$ cat src/rtl/fpga_rst_sequencer.sv
// Reset sequencer for an MMCM-clocked SoC.
// Pulses the MMCM reset, waits for LOCKED, qualifies it over a stable window,
// holds the SoC in reset a little longer and then releases it. A lock loss or
// a pad reset restarts the sequence. A single shared counter times every
// phase and is cleared on every state change.
module fpga_rst_sequencer #(
   parameter int unsigned MMCM_RST_CYCLES     = 16,
   parameter int unsigned LOCK_STABLE_CYCLES  = 1024,
   parameter int unsigned LOCK_TIMEOUT_CYCLES = 65536,
   parameter int unsigned SOC_HOLD_CYCLES     = 32
) (
   input  logic       clk_i,
   input  logic       rst_ni,
   input  logic       pad_reset_i,
   input  logic       mmcm_locked_i,
   output logic       mmcm_rst_o,
   output logic       soc_rst_no,
   output logic [2:0] state_o,
   output logic [7:0] relock_cnt_o,
   output logic       timeout_o
);

   localparam int unsigned MAX_AB  = (MMCM_RST_CYCLES > LOCK_STABLE_CYCLES) ?
                                     MMCM_RST_CYCLES : LOCK_STABLE_CYCLES;
   localparam int unsigned MAX_CD  = (LOCK_TIMEOUT_CYCLES > SOC_HOLD_CYCLES) ?
                                     LOCK_TIMEOUT_CYCLES : SOC_HOLD_CYCLES;
   localparam int unsigned MAX_P   = (MAX_AB > MAX_CD) ? MAX_AB : MAX_CD;
   localparam int unsigned CNT_W   = $clog2(MAX_P) + 1;

   // Terminal counts: the counter runs 0..N-1, so a phase lasts N cycles.
   localparam logic [CNT_W-1:0] MMCM_LAST    = CNT_W'(MMCM_RST_CYCLES - 1);
   localparam logic [CNT_W-1:0] STABLE_LAST  = CNT_W'(LOCK_STABLE_CYCLES - 1);
   localparam logic [CNT_W-1:0] TIMEOUT_LAST = CNT_W'(LOCK_TIMEOUT_CYCLES - 1);
   localparam logic [CNT_W-1:0] HOLD_LAST    = CNT_W'(SOC_HOLD_CYCLES - 1);

   typedef enum logic [2:0] {
      ST_MMCM_RST  = 3'd0,
      ST_WAIT_LOCK = 3'd1,
      ST_STABLE    = 3'd2,
      ST_SOC_HOLD  = 3'd3,
      ST_RUN       = 3'd4
   } state_t;

   state_t           state_reg, state_next;
   logic [CNT_W-1:0] cnt_reg, cnt_next;
   logic [7:0]       relock_cnt_reg, relock_cnt_next;
   logic             timeout_reg, timeout_next;
   logic             mmcm_rst_reg, soc_rst_n_reg;
   logic [1:0]       pad_sync_reg, lock_sync_reg;
   logic             pad_s, lock_s;

   assign pad_s  = pad_sync_reg[1];
   assign lock_s = lock_sync_reg[1];

   // Two-flop synchronizers for the asynchronous pad reset and LOCKED inputs.
   always_ff @(posedge clk_i or negedge rst_ni) begin
      if (!rst_ni) begin
         pad_sync_reg  <= 2'b00;
         lock_sync_reg <= 2'b00;
      end else begin
         pad_sync_reg  <= {pad_sync_reg[0], pad_reset_i};
         lock_sync_reg <= {lock_sync_reg[0], mmcm_locked_i};
      end
   end

   // Next-state, shared counter, relock counter and sticky timeout.
   always_comb begin
      state_next      = state_reg;
      cnt_next        = cnt_reg + 1'b1;
      relock_cnt_next = relock_cnt_reg;
      timeout_next    = timeout_reg;

      if (pad_s) begin
         // Pad reset wins over everything, including a simultaneous lock loss.
         state_next = ST_MMCM_RST;
      end else begin
         case (state_reg)
            ST_MMCM_RST: begin
               if (cnt_reg == MMCM_LAST) state_next = ST_WAIT_LOCK;
            end
            ST_WAIT_LOCK: begin
               if (lock_s) begin
                  state_next = ST_STABLE;
               end else if (cnt_reg == TIMEOUT_LAST) begin
                  timeout_next = 1'b1;
                  state_next   = ST_MMCM_RST;
               end
            end
            ST_STABLE: begin
               if (!lock_s)                     state_next = ST_WAIT_LOCK;
               else if (cnt_reg == STABLE_LAST) state_next = ST_SOC_HOLD;
            end
            ST_SOC_HOLD: begin
               if (!lock_s)                   state_next = ST_WAIT_LOCK;
               else if (cnt_reg == HOLD_LAST) state_next = ST_RUN;
            end
            ST_RUN: begin
               // Nothing is timed in RUN; park the counter.
               cnt_next = cnt_reg;
               if (!lock_s) begin
                  if (relock_cnt_reg != 8'hFF) relock_cnt_next = relock_cnt_reg + 8'd1;
                  state_next = ST_MMCM_RST;
               end
            end
            default: state_next = ST_MMCM_RST;
         endcase
      end

      // Every transition starts the next phase from zero; a held pad reset
      // keeps the MMCM reset phase pinned at zero.
      if (pad_s || (state_next != state_reg)) cnt_next = '0;
   end

   // State and output registers; outputs decode the next state so they
   // change on the same edge as the state itself and never glitch.
   always_ff @(posedge clk_i or negedge rst_ni) begin
      if (!rst_ni) begin
         state_reg      <= ST_MMCM_RST;
         cnt_reg        <= '0;
         relock_cnt_reg <= 8'd0;
         timeout_reg    <= 1'b0;
         mmcm_rst_reg   <= 1'b1;
         soc_rst_n_reg  <= 1'b0;
      end else begin
         state_reg      <= state_next;
         cnt_reg        <= cnt_next;
         relock_cnt_reg <= relock_cnt_next;
         timeout_reg    <= timeout_next;
         mmcm_rst_reg   <= (state_next == ST_MMCM_RST);
         soc_rst_n_reg  <= (state_next == ST_RUN);
      end
   end

   assign mmcm_rst_o   = mmcm_rst_reg;
   assign soc_rst_no   = soc_rst_n_reg;
   assign state_o      = state_reg;
   assign relock_cnt_o = relock_cnt_reg;
   assign timeout_o    = timeout_reg;

endmodule

$ cat config.mk
export PLATFORM = sky130hd
export DESIGN_NAME = fpga_rst_sequencer
export DESIGN_NICKNAME = d
export VERILOG_FILES = /design/src/rtl/fpga_rst_sequencer.sv
export SDC_FILE = /design/constraint.sdc
export NUM_CORES = 1
export LEC_CHECK = 0
export ABC_AREA = 1
export BUFFER_PORTS_ARGS = -buffer_cell sky130_fd_sc_hd__buf_4
export CAP_MARGIN = 40
export CORE_AREA = 8 8 83 63
export CTS_CLUSTER_SIZE = 16
export DETAILED_ROUTE_END_ITERATION = 6
export DIE_AREA = 0 0 91 71
export GPL_ROUTABILITY_DRIVEN = 0
export PLACE_DENSITY = 0.79
export SLEW_MARGIN = 15
export SYNTH_ARGS = -nofsm -noshare
export SYNTH_HDL_FRONTEND = slang
export SYNTH_SLANG_ARGS = --single-unit
$ cat constraint.sdc
create_clock -name clk_i -period 2.6 [get_ports clk_i]
set_input_delay 0.52 -clock clk_i [delete_from_list [all_inputs] [get_ports clk_i]]
set_output_delay 0.52 -clock clk_i [all_outputs]
set_load 0.1 [all_outputs]
# Word level (Yosys, flattened, before mapping)
# Cells that the tools add are included.
[classes] n_reduce_logical=5 n_addsub=2 n_eq_ne=12 bitwise=2 mux=13
[ops] op="2-to-1 mux 17 bit" count=3
[ops] op="2-to-1 mux 3 bit" count=9
[ops] op="adder 17 x 1 -> 17 bit (second input constant)" count=1
[ops] op="== test 17 x 10 -> 1 bit (second input constant)" count=1
[ops] op="== test 17 x 16 -> 1 bit (second input constant)" count=1
[ops] op="== test 17 x 4 -> 1 bit (second input constant)" count=1
[ops] op="== test 17 x 5 -> 1 bit (second input constant)" count=1
[ops] op="case mux 3 bit (5 select lines)" count=1
[ops] op="adder 8 x 1 -> 8 bit (second input constant)" count=1
[ops] op="inequality test 8 bit (second input constant)" count=1
[ops] op="AND reduction 4 bit" count=2
[ops] op="== test 3 x 2 -> 1 bit (second input constant)" count=2
[ops] op="== test 3 bit (second input constant)" count=2
[ops] op="zero test 3 bit" count=2
[ops] op="== test 3 x 1 -> 1 bit (second input constant)" count=1
[ops] op="inequality test 3 bit" count=1
[ops] op="inequality test 3 bit (second input constant)" count=1
[ops] op="NOT 1 bit" count=2
[ops] op="logical OR 1 bit" count=1
[totals] register_bits=35 wordCells=42 in_bits=4

# Logic depth before layout (Yosys ltp)
# Gate-level depths: netlist of the first run.
[logic_depth] ltp_word=8 mapped_depth=16 depth_no_buf=15

# Least setup slack after synthesis of the first run
# Ideal clock, no wire load.
[synth_timing] path_type="register to register" start="register state_reg[1], in the netlist state_o[1]" end="register cnt_reg[16]" setup_slack_ns=0.270 stages_incl_launch_ff=14 n_path_buf=1 arrival_time_ns=2.261 cell_sequence="dfrtp_1 > inv_1 > nor2_4 > nand2_1 > nor2_1 > nand3_1 > nor2_1 > nor2_1 > nand2_1 > nand2_1 > nand2_1 > nand3_4 > buf_6 > nor2_2"
[synth_between] elab_chain_len=7 elab_cells_between_ends=19 cone_classes="eq/ne: 6; mux: 11; reduce/logical: 2"
[synth_rtl] element="start, declared" line_no="44" source="state_t state_reg, state_next;"
[synth_rtl] element="start signal, assigned" line_no="125" source="state_reg <= state_next;"
[synth_rtl] element="2-to-1 mux 3 bit, on equally long branches" line_no="95, 84, 91"
[synth_rtl] element="2-to-1 mux 3 bit, on equally long branches" line_no="94, 82, 90"
[synth_rtl] element="case mux 3 bit (5 select lines)" line_no="77" source="case (state_reg)"
[synth_rtl] element="2-to-1 mux 3 bit" line_no="73" source="if (pad_s) begin"
[synth_rtl] element="inequality test 3 bit" line_no="111" source="if (pad_s || (state_next != state_reg)) cnt_next = '0;"
[synth_rtl] element="logical OR 1 bit" line_no="111"
[synth_rtl] element="inequality test 3 bit (no source line) / 2-to-1 mux 17 bit (equally long branches)"
[synth_rtl] element="end signal, assigned" line_no="126" source="cnt_reg <= cnt_next;"
[synth_rtl] element="end, declared" line_no="45" source="logic [CNT_W-1:0] cnt_reg, cnt_next;"
# Several ways; a longest one is shown, not always the timed one.
# A chain may end at the register's enable or synchronous reset.

# Final worst setup path of the first run
[layout_timing] start="register cnt_reg[0]" end="register cnt_reg[5]"
[layout_between] elab_chain_len=8 elab_cells_between_ends=20 cone_classes="add/sub: 1; eq/ne: 6; mux: 12; reduce/logical: 1"
[layout_rtl] element="== test 17 x 5 -> 1 bit, or another cell as far along" line_no="95" source="else if (cnt_reg == HOLD_LAST) state_next = ST_RUN;"
[layout_rtl] element="2-to-1 mux 3 bit, on equally long branches" line_no="95, 84, 91"
[layout_rtl] element="2-to-1 mux 3 bit, on equally long branches" line_no="94, 82, 90"
[layout_rtl] element="case mux 3 bit (5 select lines)" line_no="77"
[layout_rtl] element="2-to-1 mux 3 bit" line_no="73"
[layout_rtl] element="inequality test 3 bit" line_no="111"
[layout_rtl] element="logical OR 1 bit" line_no="111"
[layout_rtl] element="inequality test 3 bit (no source line) / 2-to-1 mux 17 bit (equally long branches)"
# Several ways; a longest one is shown, not always the timed one. The select of a mux whose other input is x is not followed.

==> results of run 1 <==
==> worst max-delay path, delay by kind of cell, from the launching register on <==
family	cells	cell delay, ns
adder cells (fa/ha/maj)	2	0.39
AO/OA/AOI/OAI	1	0.09
flip-flops	1	0.39
AND/OR/NAND/NOR	12	1.27
==> layout make-up <==
type	count	area, sq um	share of cell area, %
Multi-Input combinational cell	157	896	40.7
Sequential cell	35	877	39.9
Timing Repair Buffer	17	128	5.80
Inverter	25	93.8	4.27
Clock buffer	5	68.8	3.13
Tap cell	55	68.8	3.13
Clock inverter	3	67.6	3.07
==> per-stage QoR <==
| stage | hold slack, ns | std cells |
|---|---|---|
| after floorplan | 0.224 | 219 |
| after global placement | 0.336 | 289 |
| after detailed placement | 0.339 | 289 |
| after CTS | 0.182 | 297 |
| after global routing | 0.199 | 297 |
| final | 0.164 | 297 |
==> layer usage <==
| metal | vias to the layer above | part of all wire (%) | track usage [%] |
|---|---|---|---|
| met4 | 0 | 1.6 | 5.97 |
| li1 | 739 | - | - |
| met1 | 683 | 50 | 16.8 |
| met2 | 41 | 43 | 18.9 |
| met3 | 5 | 5.0 | 3.70 |
| met5 | - | 0 | 0 |
==> cells in the final DEF (no fill, tap or decap), types with 2 or more instances in the layout <==
cell,synthesis,final
xor2_1,14,14
inv_1,21,21
bufinv_16,0,2
and2_1,2,2
ha_1,3,3
nand4_1,7,7
nand2_1,41,41
nand3_1,15,15
xnor2_1,7,7
inv_2,4,4
clkbuf_8,0,5
nand2_2,2,2
o21ai_0,2,2
dfrtp_1,34,34
nor2_1,31,31
nor2_2,10,10
nor2_4,4,4
nor3_1,10,10
buf_4,0,17
==> cells by family after synthesis <==
family | after synthesis | synth area share [%]
adder cells (fa/ha/maj) | 3 | 1.99
flip-flops | 35 | 46.6
buffers and inverters | 27 | 5.85
XOR/XNOR | 21 | 9.77
AND/OR/NAND/NOR | 126 | 32.7
multiplexers | 1 | 0.532
AO/OA/AOI/OAI | 6 | 2.59
==> how the worst min path moves through the flow <==
stage / from / end / slack (ns) / depth (start not counted)
after floorplan: rst_ni / cnt_reg[0] / 0.22 / 0
after global placement: lock_sync_reg[0] / lock_sync_reg[1] / 0.34 / 0
after detailed placement: lock_sync_reg[0] / lock_sync_reg[1] / 0.34 / 0
after CTS: rst_ni / lock_sync_reg[0] / 0.18 / 1
after global routing: rst_ni / lock_sync_reg[1] / 0.20 / 1
final: rst_ni / cnt_reg[2] / 0.16 / 1
==> report_power, final <==
part	total [mW]	switching, mW	internal [mW]
combinational	0.0353	0.0249	0.0104
clock	0.579	0.197	0.382
sequential	0.557	0.00562	0.551
total	1.17	0.228	0.944
==> run_results.csv, run 1 <==
group,metric,value,unit
run_status,status,"complete, no violations",
worst_setup_path,crit_top_cell,"nand2_1",
floorplan,core-area,4050,sq um
global_route,grt_pass1_wl,6640,um
worst_setup_path,endpoint_kind,"flop",
layout,largest_reg_flops,17,
yosys,synth-edff-count,0,
sta,fin_crit_sh,86.8,%
floorplan,std_cell_rows,20,
sta,worst_slew_pin_slew,0.438,ns
sta,layout_setup_ws,0.343,ns
layout,fill_cells,384,
worst_setup_path,reg2reg_slack,0.34,ns
clocking,cts_max_level,2,
sta,fin_skew,0.00760,ns
route,finalWirelength,3640,um
global_route,grt_max_degree,36,
floorplan,die_h,71,um
layout,drive_gt1_share,20.7,%
power_and_ir_drop,max-vdd-ir-drop,0.416,mV
placed_design,dpl_cell_area,2060,sq um
route,drc,0,
yosys,postSynthAreaPerCell,8.60,sq um
worst_setup_path,crit_end,"cnt_reg[5]",
yosys,yosys_warnings,0,
worst_setup_path,rr_worst_depth,15,
worst_hold_path,hold_class,"input pin to asynchronous set/reset pin",
yosys,synth_top_flop_cell,"dfrtp_1",
route,first_pass_iters,4,
global_route,grt_usage,12.8,%
clocking,cts_root_buf,"clkbuf_8",
global_route,grt_overflow,0,
flow_run,maxCapViolCount,0,
power_and_ir_drop,power.density,533,nW/um^2
clocking,cts_hold_buf,0,
clocking,clock_latency,0.29,ns
clocking,clk_path_buf_depth,2,
yosys,netlist_top_cells_area,"dfrtp_1, nand2_1, xor2_1",
clocking,post_cts_buffers,0,
route,drt_iter0_drc,71,
route,num_vias,1468,
clocking,clock-sinks,35,
floorplan,die_area,6460,sq um
yosys,synthesis.area,1880,sq um
worst_setup_path,path_cells,"ha_1 > nand2_1 > nor2_1 > nand4_1 > nor2_1 > ha_1 > o21ai_0 > nand2_1 > nand2_1 > nor2_1 > nand2_1 > nand2_1 > nand2_1 > nand3_4 > nor2_1",
clocking,cts_made_buffers,5,
yosys,async_flop_share,100,%
route,vias_per_cell,4.94,
yosys,yosys-top-cells-count,"nand2_1, dfrtp_1, nor2_1",
power_and_ir_drop,leakage,1.02,nW
sta,layout_min_cycle_time,2.26,ns
worst_setup_path,reg2reg_to,"cnt_reg[5]",
layout,synthToLayoutAreaGrowth,16.8,%
sta,rsz0062_at_grt,"no",
route,post_drt_wl_per_cell,12.2,um
sta,slew_headroom,70.8,%
worst_setup_path,worst_path_max_delay_cell,"dfrtp_1",
worst_setup_path,startpoint,"cnt_reg[0]",
global_route,grt_pass1_vias,1438,
yosys,synth_top_area_cell,"dfrtp_1",
worst_setup_path,arrival,2.42,ns
yosys,yosysMostFrequentCell,"nand2_1",
sta,hold_violations,0,
worst_setup_path,cp_max_fo,17,
clocking,cts_tree,"built",
floorplan,initial_core_util,46.5,%
global_route,antenna_found_initial,0,
sta,timing.fmax,0.443,GHz
yosys,ys_ff_latch,35,
worst_setup_path,rr_startpoint,"cnt_reg[0]",
yosys,netlist_instances,219,
placed_design,port_buffers,17,
sta,setup_viol,0,
placed_design,dpl_worst_slack,0.359,ns
clocking,clkTransAtPathRegs,0.07,ns
sta,setup_tns,0,ns
yosys,synthDominantCellAreaShare,45.2,%
worst_setup_path,crit_type,"flop to flop",
worst_setup_path,cpPeakStageDelay,0.39,ns
yosys,yosysSeqAreaShare,46.6,%
yosys,synth_nets,226,
floorplan,design.portCount,18,
layout,finalInstanceArea,2200,sq um
layout,fin_util,54.3,%
route,antenna_left,0,
sta,slew_viol_final,0,
layout,layout.nets,248,
placed_design,hpwlAfterDp,2680,um
yosys,synth.distinct_cells,28,
layout,antenna_cells,0,
worst_setup_path,start_kind,"flop",
floorplan,die_x,91,um
worst_setup_path,required,2.77,ns
clocking,ctsResizeCount,0,
power_and_ir_drop,power.total,1.17,mW
No activity file was read; power rests on OpenSTA's default activity.
==> run 2, diff against run 1 <==
--- a/config.mk
+++ b/config.mk
@@ -8,12 +8,12 @@
 export ABC_AREA = 1
 export BUFFER_PORTS_ARGS = -buffer_cell sky130_fd_sc_hd__buf_4
 export CAP_MARGIN = 40
-export CORE_AREA = 8 8 83 63
+export CORE_AREA = 8 8 113 84
 export CTS_CLUSTER_SIZE = 16
 export DETAILED_ROUTE_END_ITERATION = 6
-export DIE_AREA = 0 0 91 71
+export DIE_AREA = 0 0 121 92
 export GPL_ROUTABILITY_DRIVEN = 0
-export PLACE_DENSITY = 0.79
+export PLACE_DENSITY = 0.52
 export SLEW_MARGIN = 15
 export SYNTH_ARGS = -nofsm -noshare
 export SYNTH_HDL_FRONTEND = slang
==> constraint.sdc (replaced) <==
create_clock -name clk_i -period 2.6 [get_ports clk_i]
set_input_delay 0.39 -clock clk_i [delete_from_list [all_inputs] [get_ports clk_i]]
set_output_delay 0.39 -clock clk_i [all_outputs]
set_load 0.1 [all_outputs]
==> run 2 against run 1 <==
Effect of this change:
- final cell count up 15%
- fmax rose by 1.4%
- global-route usage fell by 5.3 points
- sequential share of layout area fell by 0.16 points
- wire length rose by 4.4%
- clock skew rose by 0.0014 ns
- highest routed layer unchanged
==> run_results.csv, run 2 (same netlist as run 1, synthesis figures left out) <==
group,metric,value,unit
run_status,status,"complete, no violations",
sta,setup_viol,0,
floorplan,core-area,7670,sq um
route,num_vias,1405,
power_and_ir_drop,max-vdd-ir-drop,0.185,mV
route,antenna_left,0,
worst_setup_path,reg2reg_slack,0.37,ns
placed_design,dpl_cell_area,2120,sq um
layout,final_cell_mix,"nand2_1, dfrtp_1, nor2_1, inv_1, buf_4",
worst_setup_path,start_kind,"flop",
worst_setup_path,crit_type,"flop to flop",
placed_design,port_buffers,17,
clocking,ctsResizeCount,0,
clocking,clkTransAtPathRegs,0.07,ns
clocking,cts_root_buf,"clkbuf_8",
sta,fin_crit_sh,85.6,%
clocking,clk_path_buf_depth,2,
floorplan,die_area,11100,sq um
layout,final_common_cell,"nand2_1",
floorplan,initial_core_util,24.6,%
floorplan,die_x,121,um
layout,antenna_cells,0,
sta,layout_min_cycle_time,2.23,ns
floorplan,die_h,92,um
sta,slew_headroom,70.7,%
global_route,grt_usage,7.48,%
power_and_ir_drop,leakage,1.00,nW
worst_setup_path,arrival,2.43,ns
clocking,clock-sinks,35,
sta,rsz0062_at_grt,"no",
placed_design,place_inst,335,
route,drc,0,
clocking,cts_tree,"built",
layout,largest_reg_flops,17,
sta,slew_viol_final,0,
layout,layout.nets,248,
route,drt_iter0_drc,55,
power_and_ir_drop,power.density,446,nW/um^2
route,first_pass_iters,4,
clocking,clock_latency,0.28,ns
sta,hold_violations,0,
layout,instances_no_fill,342,
sta,timing.fmax,0.449,GHz
layout,finalInstanceArea,2210,sq um
sta,setup_tns,0,ns
sta,fin_skew,0.00901,ns
clocking,cts_max_level,2,
worst_setup_path,required,2.80,ns
route,post_drt_wl_per_cell,11.1,um
layout,synthToLayoutAreaGrowth,17.3,%
layout,fill_cells,821,
global_route,grt_pass1_wl,6800,um
global_route,grt_overflow,0,
route,finalWirelength,3800,um
route,vias_per_cell,4.11,
placed_design,hpwlAfterDp,2840,um
clocking,cts_hold_buf,0,
clocking,cts_made_buffers,5,
worst_setup_path,endpoint_kind,"flop",
floorplan,design.portCount,18,
global_route,antenna_found_initial,0,
global_route,grt_pass1_vias,1419,
floorplan,std_cell_rows,27,
sta,worst_slew_pin_slew,0.439,ns
clocking,post_cts_buffers,0,
global_route,grt_max_degree,36,
layout,drive_gt1_share,20.3,%
worst_setup_path,cp_max_fo,17,
flow_run,maxCapViolCount,0,
worst_hold_path,hold_class,"input pin to asynchronous set/reset pin",
[run 2: worst paths after layout]
path | start | endpoint | cells past startpoint
worst min-delay path | rst_ni | cnt_reg[14] | 1
worst max register to register | cnt_reg[0] | cnt_reg[5] | 15
worst max-delay path | cnt_reg[0] | cnt_reg[5] | 15
max in group asynchronous | rst_ni | mmcm_rst_o | 1
worst min register to register | lock_sync_reg[0] | lock_sync_reg[1] | 0
min in group clk_i | pad_reset_i | pad_sync_reg[0] | 1
[run 2: layout make-up]
| type | instances | area, sq um | area share [%] |
|---|---|---|---|
| Multi-Input combinational cell | 157 | 896 | 40.6 |
| Inverter | 25 | 93.8 | 4.25 |
| Clock inverter | 1 | 5.00 | 0.227 |
| Clock buffer | 6 | 82.6 | 3.74 |
| Tap cell | 101 | 126 | 5.72 |
| Timing Repair Buffer | 17 | 128 | 5.78 |
| Sequential cell | 35 | 877 | 39.7 |
[run 2: critical path: stages (launching register included)]
cell	delay, ns
dfrtp_1	0.40
ha_1	0.24
nand2_1	0.07
nor2_1	0.04
nand4_1	0.13
nor2_1	0.07
ha_1	0.19
o21ai_0	0.18
nand2_1	0.07
nand2_1	0.06
nor2_1	0.04
nand2_1	0.07
nand2_1	0.06
nand2_1	0.10
nand3_4	0.25
nor2_1	0.17
[run 2: metrics by stage]
step	hold slack (ns)	power (mW)	util, %	setup slack (ns)
2_1_floorplan	0.0944	0.587	-	0.270
3_3_place_gp	0.333	0.605	27.7	0.441
3_5_place_dp	0.335	0.605	27.7	0.367
4_1_cts	0.0627	1.01	28.8	0.353
5_1_grt	0.0787	1.04	28.8	0.0194
6_report	0.0432	0.985	28.8	0.374
[run 2: power by group]
group | internal (mW) | switching (mW) | leakage [nW] | total [mW]
registers | 0.551 | 0.00544 | 0.474 | 0.557
clock network | 0.208 | 0.185 | 0.0470 | 0.393
logic | 0.0105 | 0.0254 | 0.480 | 0.0359
[run 2: per-layer routing]
metal  up-vias  wire (um)  track usage [%]
met5         -          0                0
met2        19       1450             10.5
li1        730          -                -
met4         0         19             1.87
met3         2        171             2.63
met1       654       2150             10.6
==> run 3, diff against run 2 <==
--- a/config.mk
+++ b/config.mk
@@ -14,6 +14,7 @@
 export DIE_AREA = 0 0 121 92
 export GPL_ROUTABILITY_DRIVEN = 0
 export PLACE_DENSITY = 0.52
+export RECOVER_POWER = 50
 export SLEW_MARGIN = 15
 export SYNTH_ARGS = -nofsm -noshare
 export SYNTH_HDL_FRONTEND = slang
==> run 3 against run 2 <==
Effect of this change:
- the flow now finishes with violations (capacitance limit, slew limit)
- via count stayed put
- design area fell by 0.68%
- worst hold slack gained 0.19 ns
- clock skew stayed put
- combinational power fell by 3%
==> run_results.csv, run 3 (same netlist as run 1, synthesis figures left out) <==
group,metric,value,unit
route,finalWirelength,3790,um
sta,hold_violations,0,
global_route,grt_pass1_vias,1419,
worst_setup_path,arrival,2.43,ns
sta,slew_headroom,-21.8,%
layout,synthToLayoutAreaGrowth,16.5,%
power_and_ir_drop,max-vdd-ir-drop,0.185,mV
worst_hold_path,hold_class,"input pin to flop",
clocking,cts_tree,"built",
clocking,clock_latency,0.28,ns
power_and_ir_drop,power.density,449,nW/um^2
power_and_ir_drop,power.total,0.985,mW
route,vias_per_cell,4.11,
worst_setup_path,cp_max_fo,17,
floorplan,std_cell_rows,27,
global_route,antenna_found_initial,0,
worst_setup_path,endpoint_kind,"flop",
worst_setup_path,required,2.80,ns
route,drt_iter0_drc,55,
floorplan,core-area,7670,sq um
sta,slew_viol_final,36,
sta,layout_setup_ws,0.374,ns
layout,layout.nets,248,
sta,setup_viol,0,
sta,setup_tns,0,ns
layout,final_common_cell,"nand2_1",
placed_design,dpl_cell_area,2120,sq um
layout,fill_cells,825,
global_route,grt_max_degree,36,
layout,final_cell_mix,"nand2_1, dfrtp_1, nor2_1, inv_1, nand3_1",
sta,rsz0062_at_grt,"no",
floorplan,die_x,121,um
sta,layout_min_cycle_time,2.23,ns
clocking,ctsResizeCount,0,
placed_design,dpl_worst_slack,0.367,ns
clocking,clk_path_buf_depth,2,
global_route,grt_usage,7.48,%
sta,timing.fmax,0.449,GHz
clocking,cts_root_buf,"clkbuf_8",
flow_run,maxCapViolCount,1,
floorplan,die_h,92,um
placed_design,hpwlAfterDp,2840,um
global_route,grt_pass1_wl,6800,um
route,first_pass_iters,4,
route,post_drt_wl_per_cell,11.1,um
clocking,clock-sinks,35,
clocking,cts_hold_buf,0,
worst_setup_path,start_kind,"flop",
layout,finalInstanceArea,2190,sq um
sta,fin_skew,0.00901,ns
clocking,cts_made_buffers,5,
route,drc,0,
layout,drive_gt1_share,18.7,%
global_route,grt_overflow,0,
clocking,cts_max_level,2,
power_and_ir_drop,leakage,0.984,nW
sta,fin_crit_sh,85.6,%
worst_setup_path,crit_type,"flop to flop",
floorplan,design.portCount,18,
floorplan,initial_core_util,24.6,%
run_status,status,"finished, violations left",
run_status,violations,"capacitance limit, slew limit",
layout,largest_reg_flops,17,
route,num_vias,1405,
clocking,clkTransAtPathRegs,0.07,ns
placed_design,port_buffers,17,
layout,antenna_cells,0,
route,antenna_left,0,
sta,worst_slew_pin_slew,1.83,ns
clocking,post_cts_buffers,0,
floorplan,die_area,11100,sq um
run 3: cell types whose count changed in the layout (fill, tap and decap cells not counted):
cell	previous run	this run
clkbuf_1	0	4
clkbuf_4	0	2
buf_4	17	11
run 3: critical path, stage by stage, from the launching register on:
cell and delay (ns):
dfrtp_1 0.40, ha_1 0.24, nand2_1 0.07, nor2_1 0.04, nand4_1 0.13, nor2_1 0.07
ha_1 0.19, o21ai_0 0.18, nand2_1 0.07, nand2_1 0.06, nor2_1 0.04, nand2_1 0.07
nand2_1 0.06, nand2_1 0.10, nand3_4 0.25, nor2_1 0.17
run 3: worst paths after layout:
path                                    endpoint  depth (start not counted)  slack (ns)              from
worst min register to register  lock_sync_reg[1]                          0        0.35  lock_sync_reg[0]
worst max-delay path                  cnt_reg[5]                         15        0.37        cnt_reg[0]
worst max register to register        cnt_reg[5]                         15        0.37        cnt_reg[0]
min in group asynchronous            cnt_reg[14]                          1        0.59            rst_ni
max in group asynchronous             cnt_reg[6]                          1        0.94            rst_ni
worst min-delay path             pad_sync_reg[0]                          1        0.23       pad_reset_i
run 3: layer usage:
metal | part of all wire [%] | GRT usage [%] | up-vias
li1 | - | - | 730
met1 | 57 | 10.6 | 654
met2 | 38 | 10.5 | 19
met3 | 4.3 | 2.63 | 2
met4 | 0.50 | 1.87 | 0
met5 | 0 | 0 | -
run 3: final cells by class:
cell class	count	area, sq um	share of cell area [%]
repair buffers	17	113	5.13
inverters	25	93.8	4.28
multi-input cells	157	896	40.8
flip-flops and latches	35	877	40.0
well taps	101	126	5.76
clock inverters	1	5.00	0.228
clock buffers	6	82.6	3.76
run 3: report_power, final:
group,internal (mW),switching (mW)
Sequential,0.551,0.00544
Clock,0.208,0.185
Combinational,0.00955,0.0254
Total,0.769,0.216
run 3: metrics by stage:
step | hold slack [ns] | util (%) | std cells
6_report | 0.232 | 28.6 | 342
5_1_grt | 0.221 | 28.6 | 342
4_1_cts | 0.0627 | 28.8 | 342
3_5_place_dp | 0.335 | 27.7 | 335
3_3_place_gp | 0.333 | 27.7 | 335
2_1_floorplan | 0.0944 | - | 219
